**config.mk**
```make
export PLATFORM = sky130hd
export DESIGN_NAME = output_stream_buffer
export DESIGN_NICKNAME = d
export VERILOG_FILES = /design/src/rtl/output_stream_buffer_pkg.sv /design/src/rtl/output_stream_buffer_sat_shift.sv /design/src/rtl/output_stream_buffer.sv
export SDC_FILE = /design/constraint.sdc
export NUM_CORES = 1
export LEC_CHECK = 0
export ABC_AREA = 1
export BUFFER_PORTS_ARGS = -buffer_cell sky130_fd_sc_hd__buf_2
export CAP_MARGIN = 0
export CORE_MARGIN = 2
export CORE_UTILIZATION = 41
export CTS_CLUSTER_SIZE = 8
export DETAILED_ROUTE_END_ITERATION = 10
export PLACE_DENSITY = 0.56
export SYNTH_ARGS = -nofsm -noshare
export SYNTH_HDL_FRONTEND = slang
export SYNTH_SLANG_ARGS = --single-unit
```
**constraint.sdc**
```tcl
create_clock -name clk -period 14.4 [get_ports clk]
set_clock_uncertainty 0.1 [all_clocks]
set_input_delay 2.88 -clock clk [delete_from_list [all_inputs] [get_ports clk]]
set_output_delay 2.88 -clock clk [all_outputs]
set_load 0.005 [all_outputs]
```
**src/rtl/output_stream_buffer_pkg.sv**
```systemverilog
// Shared types for the output stream buffer: frame-tracking states and the
// coordinate/last tag stored alongside each quantized word.
package output_stream_buffer_pkg;

    localparam int COORD_W = 32;

    typedef enum logic [1:0] {
        IDLE,
        STREAM,
        LAST_PENDING
    } osb_state_t;

    // Quantized word width is a module parameter, so the top wraps this tag
    // with its own q field to form a full entry.
    typedef struct packed {
        logic [COORD_W-1:0] x;
        logic [COORD_W-1:0] y;
        logic [COORD_W-1:0] ch;
        logic               last;
    } entry_tag_t;

endpackage

```
**src/rtl/output_stream_buffer_sat_shift.sv**
```systemverilog
// Arithmetic right shift of a MAC accumulator followed by signed saturation
// to the output word width.
module sat_shift #(
    parameter int ACC_WIDTH = 32,
    parameter int OUT_WIDTH = 16,
    parameter int SHIFT     = 8
) (
    input  logic [ACC_WIDTH-1:0] din,
    output logic [OUT_WIDTH-1:0] dout
);

    localparam logic signed [ACC_WIDTH-1:0] MAX_V =
        ACC_WIDTH'((longint'(1) <<< (OUT_WIDTH - 1)) - longint'(1));
    localparam logic signed [ACC_WIDTH-1:0] MIN_V =
        ACC_WIDTH'(-(longint'(1) <<< (OUT_WIDTH - 1)));

    logic signed [ACC_WIDTH-1:0] shifted;

    assign shifted = $signed(din) >>> SHIFT;

    always_comb begin
        dout = shifted[OUT_WIDTH-1:0];
        if (shifted > MAX_V) begin
            dout = MAX_V[OUT_WIDTH-1:0];
        end else if (shifted < MIN_V) begin
            dout = MIN_V[OUT_WIDTH-1:0];
        end
    end

endmodule

```
**src/rtl/output_stream_buffer.sv**
```systemverilog
// Show-ahead FIFO between the conv controller and the downstream consumer;
// quantizes on push, tracks frame end and pulses frame_done on its pop.
//
// state        | meaning
// IDLE         | no element of the current frame received yet
// STREAM       | frame in progress, last element not yet pushed
// LAST_PENDING | last element is queued, waiting for it to be popped
module output_stream_buffer
    import output_stream_buffer_pkg::*;
#(
    parameter int DEPTH              = 8,
    parameter int ACC_WIDTH          = 32,
    parameter int OUT_WIDTH          = 16,
    parameter int SHIFT              = 8,
    parameter int FEATURE_MAP_WIDTH  = 1024,
    parameter int FEATURE_MAP_HEIGHT = 1024,
    parameter int OUTPUT_NB_CHANNELS = 64,
    parameter int AFULL_LEVEL        = DEPTH - 2
) (
    input  logic                       clk,
    input  logic                       arst_n_in,
    input  logic                       clear,
    input  logic                       in_valid,
    input  logic [ACC_WIDTH-1:0]       in_data,
    input  logic [31:0]                in_x,
    input  logic [31:0]                in_y,
    input  logic [31:0]                in_ch,
    output logic                       almost_full,
    output logic                       out_valid,
    input  logic                       out_ready,
    output logic [OUT_WIDTH-1:0]       out_data,
    output logic [31:0]                out_x,
    output logic [31:0]                out_y,
    output logic [31:0]                out_ch,
    output logic                       out_last,
    output logic                       frame_done,
    output logic                       overflow,
    output logic [$clog2(DEPTH):0]     count
);

    localparam int PTR_W = $clog2(DEPTH);
    localparam int CNT_W = PTR_W + 1;

    typedef struct packed {
        logic [OUT_WIDTH-1:0] q;
        entry_tag_t           tag;
    } entry_t;

    entry_t            mem [DEPTH];
    entry_t            head;
    entry_t            new_entry;
    logic [OUT_WIDTH-1:0] q_new;
    logic [PTR_W-1:0]  wr_ptr;
    logic [PTR_W-1:0]  rd_ptr;
    logic [CNT_W-1:0]  count_q;
    logic              overflow_q;
    logic              in_last;
    logic              push;
    logic              pop;
    osb_state_t        state;
    osb_state_t        next_state;

    sat_shift #(
        .ACC_WIDTH (ACC_WIDTH),
        .OUT_WIDTH (OUT_WIDTH),
        .SHIFT     (SHIFT)
    ) u_sat_shift (
        .din  (in_data),
        .dout (q_new)
    );

    assign in_last = (in_x  == 32'(FEATURE_MAP_WIDTH - 1)) &&
                     (in_y  == 32'(FEATURE_MAP_HEIGHT - 1)) &&
                     (in_ch == 32'(OUTPUT_NB_CHANNELS - 1));

    assign new_entry = '{q: q_new, tag: '{x: in_x, y: in_y, ch: in_ch, last: in_last}};
    assign head      = mem[rd_ptr];

    assign out_valid = (count_q != '0);
    assign pop       = out_valid && out_ready;
    // A full FIFO still accepts a push when the head leaves in the same cycle.
    assign push      = in_valid && ((count_q < CNT_W'(DEPTH)) || pop);

    always_ff @(posedge clk or negedge arst_n_in) begin
        if (!arst_n_in) begin
            wr_ptr     <= '0;
            rd_ptr     <= '0;
            count_q    <= '0;
            overflow_q <= 1'b0;
            state      <= IDLE;
        end else if (clear) begin
            wr_ptr     <= '0;
            rd_ptr     <= '0;
            count_q    <= '0;
            overflow_q <= 1'b0;
            state      <= IDLE;
        end else begin
            state <= next_state;
            if (push) begin
                wr_ptr <= wr_ptr + 1'b1;
            end
            if (pop) begin
                rd_ptr <= rd_ptr + 1'b1;
            end
            case ({push, pop})
                2'b10:   count_q <= count_q + 1'b1;
                2'b01:   count_q <= count_q - 1'b1;
                default: count_q <= count_q;
            endcase
            if (in_valid && !push) begin
                overflow_q <= 1'b1;
            end
        end
    end

    always_ff @(posedge clk) begin
        if (push && !clear) begin
            mem[wr_ptr] <= new_entry;
        end
    end

    always_comb begin
        next_state = state;
        frame_done = 1'b0;
        case (state)
            IDLE: begin
                if (push) begin
                    next_state = in_last ? LAST_PENDING : STREAM;
                end
            end
            STREAM: begin
                if (push && in_last) begin
                    next_state = LAST_PENDING;
                end
            end
            LAST_PENDING: begin
                if (pop && head.tag.last) begin
                    next_state = IDLE;
                    frame_done = !clear;
                end
            end
            default: next_state = IDLE;
        endcase
    end

    // Payload is forced to zero while empty so reset and flush present clean outputs.
    assign out_data    = out_valid ? head.q        : '0;
    assign out_x       = out_valid ? head.tag.x    : '0;
    assign out_y       = out_valid ? head.tag.y    : '0;
    assign out_ch      = out_valid ? head.tag.ch   : '0;
    assign out_last    = out_valid && head.tag.last;
    assign almost_full = (count_q >= CNT_W'(AFULL_LEVEL));
    assign overflow    = overflow_q;
    assign count       = count_q;

endmodule

```
======== Word-level counts from Yosys, hierarchy flattened ========
Memory sizes are Yosys's and may differ from the RTL's.
Index checks and enable logic that the tools add are counted.
storage, ports and cells
  logic and storage cells ................. 67
  input port bits ......................... 133
  memories kept ........................... 1
  output and inout bits ................... 121
  RAM bits ................................ 904
  register bits ........................... 13
memory list
  memory  words  width  read ports  clocked after memory_dff  wr ports  line                        source
  mem     8      113    1           0                         1         output_stream_buffer.sv:49  entry_t mem [DEPTH];
cells by class
  equal/unequal tests ..................... 10
  add/sub/neg operators ................... 4
  reduce and logical (&&, ||, !) cells .... 19
  muxes and demuxes ....................... 24
  $lt $le $gt $ge ......................... 4
operators by type and width
  cell                    number
  $mux W32                3
  $eq A32 B10 Y1 const B  2
  $mux W16                3
  $eq A32 B6 Y1 const B   1
  $gt A24 B16 Y1 const B  1
  $lt A24 B16 Y1 const B  1
  $mux W3                 4
  $mux W2                 5
  $logic_and A1 B1 Y1     9
  $ne A3 B3 Y1 const B    3
  $pmux W4 S2             1
  $add A3 B1 Y3 const B   2
  $mux W1                 6
  $pmux W2 S3             1
  $reduce_bool A2 Y1      3
  $add A4 B1 Y4 const B   1
  $eq A2 B1 Y1 const B    2
  $eq A2 B2 Y1 const B    2
  $ge A4 B3 Y1 const B    1
  $lt A4 B4 Y1 const B    1
  $mux W4                 1
  $reduce_bool A4 Y1      1
  $sub A4 B1 Y4 const B   1
  $reduce_and A3 Y1       1
  other kinds (4)         5

======== Longest topological paths before layout ========
Gate-level depths: netlist (run 1).
  depth in word-level cells ............... 8
  depth in mapped cells ................... 12
  mapped depth without buffers ............ 12

======== Hierarchy ========
A second synthesis (run 1) with hierarchy kept.
unflattened totals
  cell total of the unflattened synthesis .. 2819
  area total of the unflattened synthesis .. 36412.4 um2
modules (own cells, without submodules)
  module                cells each  seq. area each (um2)  area each (um2)  times used
  output_stream_buffer  2771        27471.3               36199.7          1
  sat_shift             48          0.0                   212.7            1

======== Worst setup path before layout (run 1) ========
No wires, ideal clock.
  kind .................................... input-to-reg
  from .................................... input port out_ready
  to ...................................... memory mem[0][0] (netlist bit) (enable)
  stages .................................. 6
  data arrival time ....................... 8.141 ns
  data required time ...................... 13.714 ns
  buffers on the path ..................... 0
  setup time .............................. 0.586 ns
  setup slack ............................. 5.573 ns
  path through ............................ nand2_1 nand2_1 nand2_1 nor2_1 nand2_1 nor2_1
on the way
  word-level cells in the longest chain between the ends .. 6
RTL lines
  element                        line                         source
  start: declaration             output_stream_buffer.sv:30   input logic out_ready,
  $logic_and A1 B1 Y1            output_stream_buffer.sv:80   assign pop = out_valid && out_ready;
  $logic_or A1 B1 Y1             output_stream_buffer.sv:82   assign push = in_valid && ((count_q < CNT_W'(DEPTH)) || pop);
  $logic_and A1 B1 Y1            output_stream_buffer.sv:82
  $logic_and A1 B1 Y1            output_stream_buffer.sv:117  if (push && !clear) begin
  $mux W1                        output_stream_buffer.sv:117
  $mux W1 (not written as such)  output_stream_buffer.sv:118  mem[wr_ptr] <= new_entry;
  end: declaration               output_stream_buffer.sv:49
No other way between the ends.

======== Worst setup path in the final report (run 1) ========
  from .................................... input port out_ready
  to ...................................... output port frame_done
on the way
  word-level cells in the longest chain between the ends .. 4
RTL lines
  element              line                         source
  $logic_and A1 B1 Y1  output_stream_buffer.sv:80
  $logic_and A1 B1 Y1  output_stream_buffer.sv:137  if (pop && head.tag.last) begin
  $mux W1              output_stream_buffer.sv:137
  $mux W1              output_stream_buffer.sv:125  case (state)
  end: declaration     output_stream_buffer.sv:36   output logic frame_done,
No other way between the ends.

==> results of run 1 <==
metal layers:
metal | track usage | up-vias | routed length, um
li1 | - | 10729 | -
met2 | 0.337 | 701 | 45500
met1 | 0.260 | 11679 | 39100
met3 | 0.0362 | 166 | 5160
met5 | 0 | - | 13
met4 | 0.0772 | 2 | 2540
power groups by stage:
stage / logic [W] / clock network, W / registers [W]
4_1_cts: 0.00182 / 0.00279 / 0.00306
6_report: 0.00179 / 0.00273 / 0.00306
5_1_grt: 0.00199 / 0.00290 / 0.00306
2_1_floorplan: 0.00116 / 0 / 0.00310
3_5_place_dp: 0.00181 / 0 / 0.00311
3_3_place_gp: 0.00177 / 0 / 0.00311
flip-flops by register name (all words and copies together) (netlist names):
register,flops
count,4
mem,904
overflow,1
rd_ptr,3
state,2
wr_ptr,3
how the worst min path moves through the flow:
stage	end	from	cells past startpoint	slack (ps)
floorplan	overflow	overflow	1	390
global placement	overflow	overflow	1	470
detailed placement	overflow	overflow	1	490
CTS	overflow	overflow	1	500
global route	overflow	overflow	1	530
finish	overflow	overflow	1	500
cells by family after synthesis:
| kind of cell | share of synthesized area |
|---|---|
| fa+ha+maj | 0.00138 |
| xor+xnor | 0.000241 |
| buf+inv | 0.0339 |
| flops | 0.755 |
| simple gates | 0.0875 |
| compound gates | 0.122 |
placed cells by master, fill, tap and decap left out, types with 5 or more instances in the layout:
cell and instances:
nand4_1 8, nor2_1 740, nor2_4 8, a31oi_1 112, o21ai_0 514, dfrtp_1 11
a21oi_1 21, clkbuf_1 17, clkbuf_16 133, inv_6 7, diode_2 5, nand2_1 56
buf_2 245, inv_1 36, o22ai_1 113, edfxtp_1 904, buf_4 31, o21ai_1 58
nand3_1 10
per-stage QoR:
stage	worst slack, ps	cell area [um^2]
floorplan	5570	36400
global placement	7020	38300
detailed placement	7020	38300
CTS	7020	41900
global route	6750	42000
finish	7040	42000
synth_stat cells (6+ instances only):
cell type	instances
edfxtp_1	904
nor2_1	748
o21ai_0	514
o22ai_1	113
a31oi_1	112
clkbuf_1	101
o21ai_1	58
nand2_1	56
buf_6	38
inv_1	37
buf_2	32
a21oi_1	21
dfrtp_1	13
nand3_1	10
buf_1	8
nand4_1	8
clkbuf_2	6
worst max-delay path, cell delays in order:
cell,delay (ps)
buf_2,100
nand2_1,180
inv_1,200
nand3_2,120
nor4_1,650
buf_2,240
final cells by class:
class | count | area (um^2) | area share
diodes | 5 | 12.5 | 0.000298
clock buffers | 150 | 3390 | 0.0808
clock inverters | 15 | 229 | 0.00546
inverters | 40 | 170 | 0.00406
multi-input cells | 1661 | 7740 | 0.185
flip-flops and latches | 917 | 27500 | 0.655
well taps | 1165 | 1460 | 0.0347
repair buffers | 277 | 1480 | 0.0352
==> results.ini, run 1 <==
[layout]
fin_nets = 3166
final_util = 0.476
layoutNonFillerInstCount = 4230
num-fill-cells = 7636
syn2layout_area_growth_pct = 15.3
drive_gt1_frac = 0.144

[floorplanning]
die_x_um = 302
ioPinCount = 254
initial_core_util = 0.413
dieArea_um2 = 91100
core_area_um2 = 88100
die_height_um = 302
std_cell_rows = 109

[synthesis]
synth_area_um2 = 36400
synth_warnings = 0
synth_top_area_frac = 0.746
synth-main-ff-cell = edfxtp_1
synth_nets = 2945
yosysSeqAreaShare = 0.755
synth.largest_area_cell = edfxtp_1
synth_edf_count = 904
synth_cells = 2808
ys_async_sr_fraction = 0.0142
synth.area.top_cells = edfxtp_1, nor2_1, o21ai_0
synth-seq-cells = 917
postSynthAreaPerCell_um2 = 13.0
synth.distinct_cells = 34

[critical_path]
rr_startpoint = count[0]
worstSetupEndpointType = output port
crit_arrival_ps = 4380
endpoint = frame_done
setup.worst_path.start = out_ready
cp-start-kind = input pin
rr_endpoint = mem[7][37]
ff2ff_path_depth = 11
reg2reg_slack_ps = 8940
critPathMaxFanout = 8
required_ps = 11420
path_class = in -> out

[sta]
grt_setup_unrepaired = no
fin_crit_sh = 0.511
finalSetupViolCount = 0
report.final.slew_viol_count = 128
worstMarginPinSlew_ps = 1630
fmaxAchievable_mhz = 136
min_period_ps = 7360
final-hold-violation-count = 0
finalSetupTns_ps = 0
slew_headroom = -0.0861
holdWs_ps = 503

[pwr]
clkPwrFrac = 0.360
fin_total_pwr_w = 0.00759
p_int_w = 0.00525
pwr-share-seq = 0.403
p_leak_nw = 14.2
powerDensity_nw_per_um2 = 181
worst_ir_drop_vdd_mv = 0.114
p_switching_w = 0.00234
sw_frac_of_total = 0.308
p_comb_frac = 0.236

[placed_design]
io_buffers = 245
post-dp-hpwl_um = 45100
gp_congestion = 0.755
dp_cells = 4060

[route]
drt_iter0_markers = 1981
finalWirelength_um = 92300
detail_route.vias_per_cell = 5.50
drtAntennaViolNets = 0
num_vias = 23277
wl_per_cell_um = 21.8
dr.pass1.iters = 6
drc_errors = 0

[min_path]
hold_path.class = reg -> reg

[clock_tree]
clockBufferDepth = 3
cts_tree = yes
clkSlewWorstSetupHoldPaths_ps = 50
clk_latency_ps = 710
postCtsSetupRepairBufs = 0
htree_levels = 4
cts_resized = 0
clock_sinks = 917
cts_root_buffer = clkbuf_16
cts_made_buffers = 132
hold_buffers = 0

[grt]
grt_usage = 0.200
antenna_found_initial = 8
grt_pass1_vias = 23113
grt_pass1_wl_um = 137000
grt_overflow_total = 0
grt_max_degree = 269

[flow_run]
drv_cap = 0

[status]
status = finished with violations
violations = slew limit

(Power assumes the default switching activity.)
==> run 2: changes to the inputs <==
- clock period: 14.4 -> 6.8 ns (I/O delays scaled with it)
==> run 2 against run 1 <==
The flow now finishes without violations. Critical path depth unchanged. First-iteration DRC count decreased by 5.9%. Sequential power increased by 110%. Largest cell class unchanged. Hold slack got worse by 48 ps.
==> results.ini, run 2 (same netlist as run 1, synthesis figures left out) <==
[floorplanning]
std_cell_rows = 109
ioPinCount = 254
dieArea_um2 = 91100
core_area_um2 = 88100
die_height_um = 302
die_x_um = 302
initial_core_util = 0.413

[layout]
syn2layout_area_growth_pct = 15.6
fin_area_um2 = 42100
layout_commonest_cell = edfxtp_1
final_util = 0.477
drive_gt1_frac = 0.145
final_cell_mix = edfxtp_1, nor2_1, o21ai_0
top_register = mem
fin_nets = 3171
largest_reg_flops = 904

[critical_path]
cp-start-kind = register
path_class = reg -> out
crit_arrival_ps = 3990
ff2ff_path_depth = 9
required_ps = 5340
worstSetupEndpointType = output port
critPathMaxFanout = 196

[clock_tree]
cts_resized = 0
clkSlewWorstSetupHoldPaths_ps = 50
cts_made_buffers = 132
cts_root_buffer = clkbuf_16
hold_buffers = 0
htree_levels = 4
postCtsSetupRepairBufs = 0
clk_latency_ps = 700
cts_tree = yes
clock_sinks = 917
clockBufferDepth = 3

[pwr]
p_leak_nw = 14.2
powerDensity_nw_per_um2 = 381
worst_ir_drop_vdd_mv = 0.236

[flow_run]
drv_cap = 0

[status]
status = finished, final reports clean

[grt]
grt_overflow_total = 0
grt_max_degree = 197
grt_pass1_wl_um = 138000
antenna_found_initial = 4
grt_usage = 0.201
grt_pass1_vias = 23106

[route]
wl_per_cell_um = 21.7
dr.pass1.iters = 5
drtAntennaViolNets = 0
drt_iter0_markers = 1864
detail_route.vias_per_cell = 5.50
finalWirelength_um = 91900
drc_errors = 0
num_vias = 23264

[sta]
min_period_ps = 5450
report.final.slew_viol_count = 0
final-hold-violation-count = 0
grt_setup_unrepaired = no
finalSetupViolCount = 0
slew_headroom = 0.246
fmaxAchievable_mhz = 183
fin_crit_sh = 0.802
worstMarginPinSlew_ps = 1130

[placed_design]
gp_congestion = 0.749
place_area_um2 = 38500
io_buffers = 245
post-dp-hpwl_um = 45200

[min_path]
hold_path.class = in -> async

-- run 2: stage by stage --
step           std cells  setup slack (ps)  TNS (ps)  power (W)  hold slack, ps
2_1_floorplan       2808              -507   -452680    0.00902             387
3_3_place_gp        4065              2210         0     0.0103             464
3_5_place_dp        4065              2170         0     0.0104             476
4_1_cts             4228              1400         0     0.0162             411
5_1_grt             4230              1200         0     0.0169             447
6_report            4233              1350         0     0.0160             455
-- run 2: layout make-up --
type / count / area, um^2
repair buffers: 282 / 1600
multi-input cells: 1661 / 7740
flip-flops and latches: 917 / 27500
well taps: 1165 / 1460
inverters: 40 / 170
diodes: 5 / 12.5
clock buffers: 153 / 3470
clock inverters: 10 / 121
fillers: 7627 / 46000
-- run 2: per-layer routing --
layer | track usage | share of wire
met5 | 0 | 0
met3 | 0.0353 | 0.051
met1 | 0.261 | 0.43
met4 | 0.0719 | 0.025
met2 | 0.340 | 0.50
-- run 2: where the power goes --
group / internal (W) / total (W) / leakage (nW) / switching [W]
logic: 0.00122 / 0.00375 / 4.14 / 0.00253
clock network: 0.00354 / 0.00574 / 1.75 / 0.00220
registers: 0.00640 / 0.00654 / 8.35 / 0.000146
total: 0.0112 / 0.0160 / 14.2 / 0.00488
-- run 2: worst max-delay path, stage by stage (launching register included) --
cell     delay [ps]
dfrtp_4        1110
buf_12          610
o21ai_0         220
o22ai_1         200
o21ai_0         110
a31oi_1         470
buf_2           230
-- run 2: worst paths after layout --
path	startpoint	end	slack, ps
setup / recovery	rd_ptr[0]	out_x[31]	1350
hold / removal	arst_n_in	overflow	460
setup reg to reg	count[0]	mem[1][60]	3010
hold reg to reg	state[0]	state[1]	500
max in group asynchronous	arst_n_in	rd_ptr[1]	5860
min in group clk	state[0]	state[1]	500
==> run 3: changes to the inputs <==
- clock period: 6.8 -> 5.7 ns (I/O delays scaled with it)
==> run 3 against run 2 <==
Register-to-register slack worse by 930 ps. Count of clock-buffer cells in the layout stayed put. Core utilization is 0.23 points higher. Global-route usage is 0.054 points lower. Setup slack worse by 260 ps. Clock power is 21% higher. Final area is 0.48% higher. Critical path depth is 1 higher. Sequential share of layout area is 0.32 points lower. Routed wire length hardly changed. Sequential cell count stayed put.
==> results.ini, run 3 (same netlist as run 1, synthesis figures left out) <==
[status]
status = finished, final reports clean

[route]
num_vias = 23070
drt-met1-wl_um = 39500
dr.pass1.iters = 5
dr_wl_met3_um = 4740
drc_errors = 0
finalWirelength_um = 91900
drtAntennaViolNets = 0
detail_route.vias_per_cell = 5.45
wl_per_cell_um = 21.7
drt_iter0_markers = 1856
maxUsedRoutingLayer = met5
route.met2.wl_um = 45600

[placed_design]
post-dp-hpwl_um = 45400
io_buffers = 245
gp_congestion = 0.769
dp_slack_ps = 1750

[sta]
fin_crit_sh = 0.810
slew_headroom = 0.0422
report.final.slew_viol_count = 0
finalSetupViolCount = 0
grt_setup_unrepaired = no
fmaxAchievable_mhz = 217
final-hold-violation-count = 0
setup_ws_ps = 1080
min_period_ps = 4620
worstMarginPinSlew_ps = 1440

[layout]
final_util = 0.480
largest_reg_flops = 904
final_cell_mix = edfxtp_1, nor2_1, o21ai_0
multiInputGateArea_um2 = 7740
fin_nets = 3175
drive_gt1_frac = 0.147
layout_commonest_cell = edfxtp_1
seq_area_um2 = 27500
num-fill-cells = 7626
top_register = mem
syn2layout_area_growth_pct = 16.2

[pwr]
worst_ir_drop_vdd_mv = 0.469
powerDensity_nw_per_um2 = 455
pwr-share-seq = 0.402
clkPwrFrac = 0.360
p_comb_frac = 0.238
sw_frac_of_total = 0.302
p_switching_w = 0.00582
p_int_w = 0.0134
p_leak_nw = 14.3

[grt]
grt_max_degree = 249
grt_overflow_total = 0
grt_pass1_vias = 22819
antenna_found_initial = 10
grt_pass1_wl_um = 137000
grt_usage = 0.200

[critical_path]
crit_chain = inv_8 -> buf_4 -> o21ai_0 -> o22ai_1 -> o21ai_0 -> a31oi_1 -> buf_2
cpPeakStageDelay_ps = 660
cp_common_cell = o21ai_0
worstSetupEndpointType = output port
critical-path-slowest-cell = inv_8
critical_path.top_delay_family = buffers and inverters
worst-path-buf-inv = 3
path_class = reg -> out
cp-start-kind = register
crit_arrival_ps = 3380
required_ps = 4460
critPathMaxFanout = 174

[clock_tree]
cts_resized = 0
clock_sinks = 917
cts_tree = yes
clkSlewWorstSetupHoldPaths_ps = 50
postCtsSetupRepairBufs = 0
cts_made_buffers = 132
clk_latency_ps = 700
hold_buffers = 0
htree_levels = 4
cts_root_buffer = clkbuf_16
clockBufferDepth = 3

[floorplanning]
core_area_um2 = 88100
dieArea_um2 = 91100
ioPinCount = 254
std_cell_rows = 109
initial_core_util = 0.413
die_height_um = 302
die_x_um = 302

[flow_run]
drv_cap = 0

[min_path]
hold_path.class = in -> async

-- run 3: cell types whose count changed in the layout (fill, tap and decap cells not counted) --
| cell | before | now |
|---|---|---|
| clkbuf_16 | 136 | 139 |
| clkbuf_1 | 17 | 14 |
| diode_2 | 5 | 3 |
| clkinv_8 | 3 | 4 |
| inv_6 | 7 | 4 |
| buf_12 | 8 | 18 |
| buf_4 | 29 | 23 |
-- run 3: cell type report --
| type | instances | share of cell area |
|---|---|---|
| sequential | 917 | 0.650 |
| multi-input combinational | 1661 | 0.183 |
| clock buffer | 153 | 0.0836 |
| timing repair buffer | 286 | 0.0416 |
| tap | 1165 | 0.0345 |
| inverter | 40 | 0.00403 |
| clock inverter | 8 | 0.00264 |
| antenna | 3 | 0.000178 |
-- run 3: routing by layer --
layer / track usage / vias up
met1: 0.261 / 11538
met2: 0.336 / 616
met5: 0 / -
met4: 0.0706 / 8
li1: - / 10761
met3: 0.0377 / 147
-- run 3: stage by stage --
stage	hold slack (ps)	power, W	area [um^2]	setup TNS [ps]	std cells
4_1_cts	194	0.0195	42300	0	4230
5_1_grt	230	0.0202	42300	0	4232
6_report	231	0.0192	42300	0	4233
3_3_place_gp	468	0.0124	38600	0	4069
2_1_floorplan	387	0.0108	36400	-1248200	2808
3_5_place_dp	486	0.0125	38600	0	4069
-- run 3: path summary, 6_finish.rpt --
check,startpoint,endpoint,slack (ps),cells past startpoint
setup / recovery,rd_ptr[0],out_x[1],1080,7
hold / removal,arst_n_in,count[3],230,1
setup reg to reg,count[1],mem[7][88],2080,9
hold reg to reg,wr_ptr[0],wr_ptr[0],500,2
max in group asynchronous,arst_n_in,rd_ptr[1],4990,1
min in group clk,wr_ptr[0],wr_ptr[0],500,2
-- run 3: power by group through the flow --
| stage | Clock, W | Combinational, W | Sequential [W] |
|---|---|---|---|
| global placement | 0 | 0.00452 | 0.00785 |
| floorplan | 0 | 0.00293 | 0.00783 |
| global route | 0.00738 | 0.00508 | 0.00774 |
| CTS | 0.00709 | 0.00464 | 0.00773 |
| detailed placement | 0 | 0.00462 | 0.00786 |
| finish | 0.00693 | 0.00457 | 0.00773 |
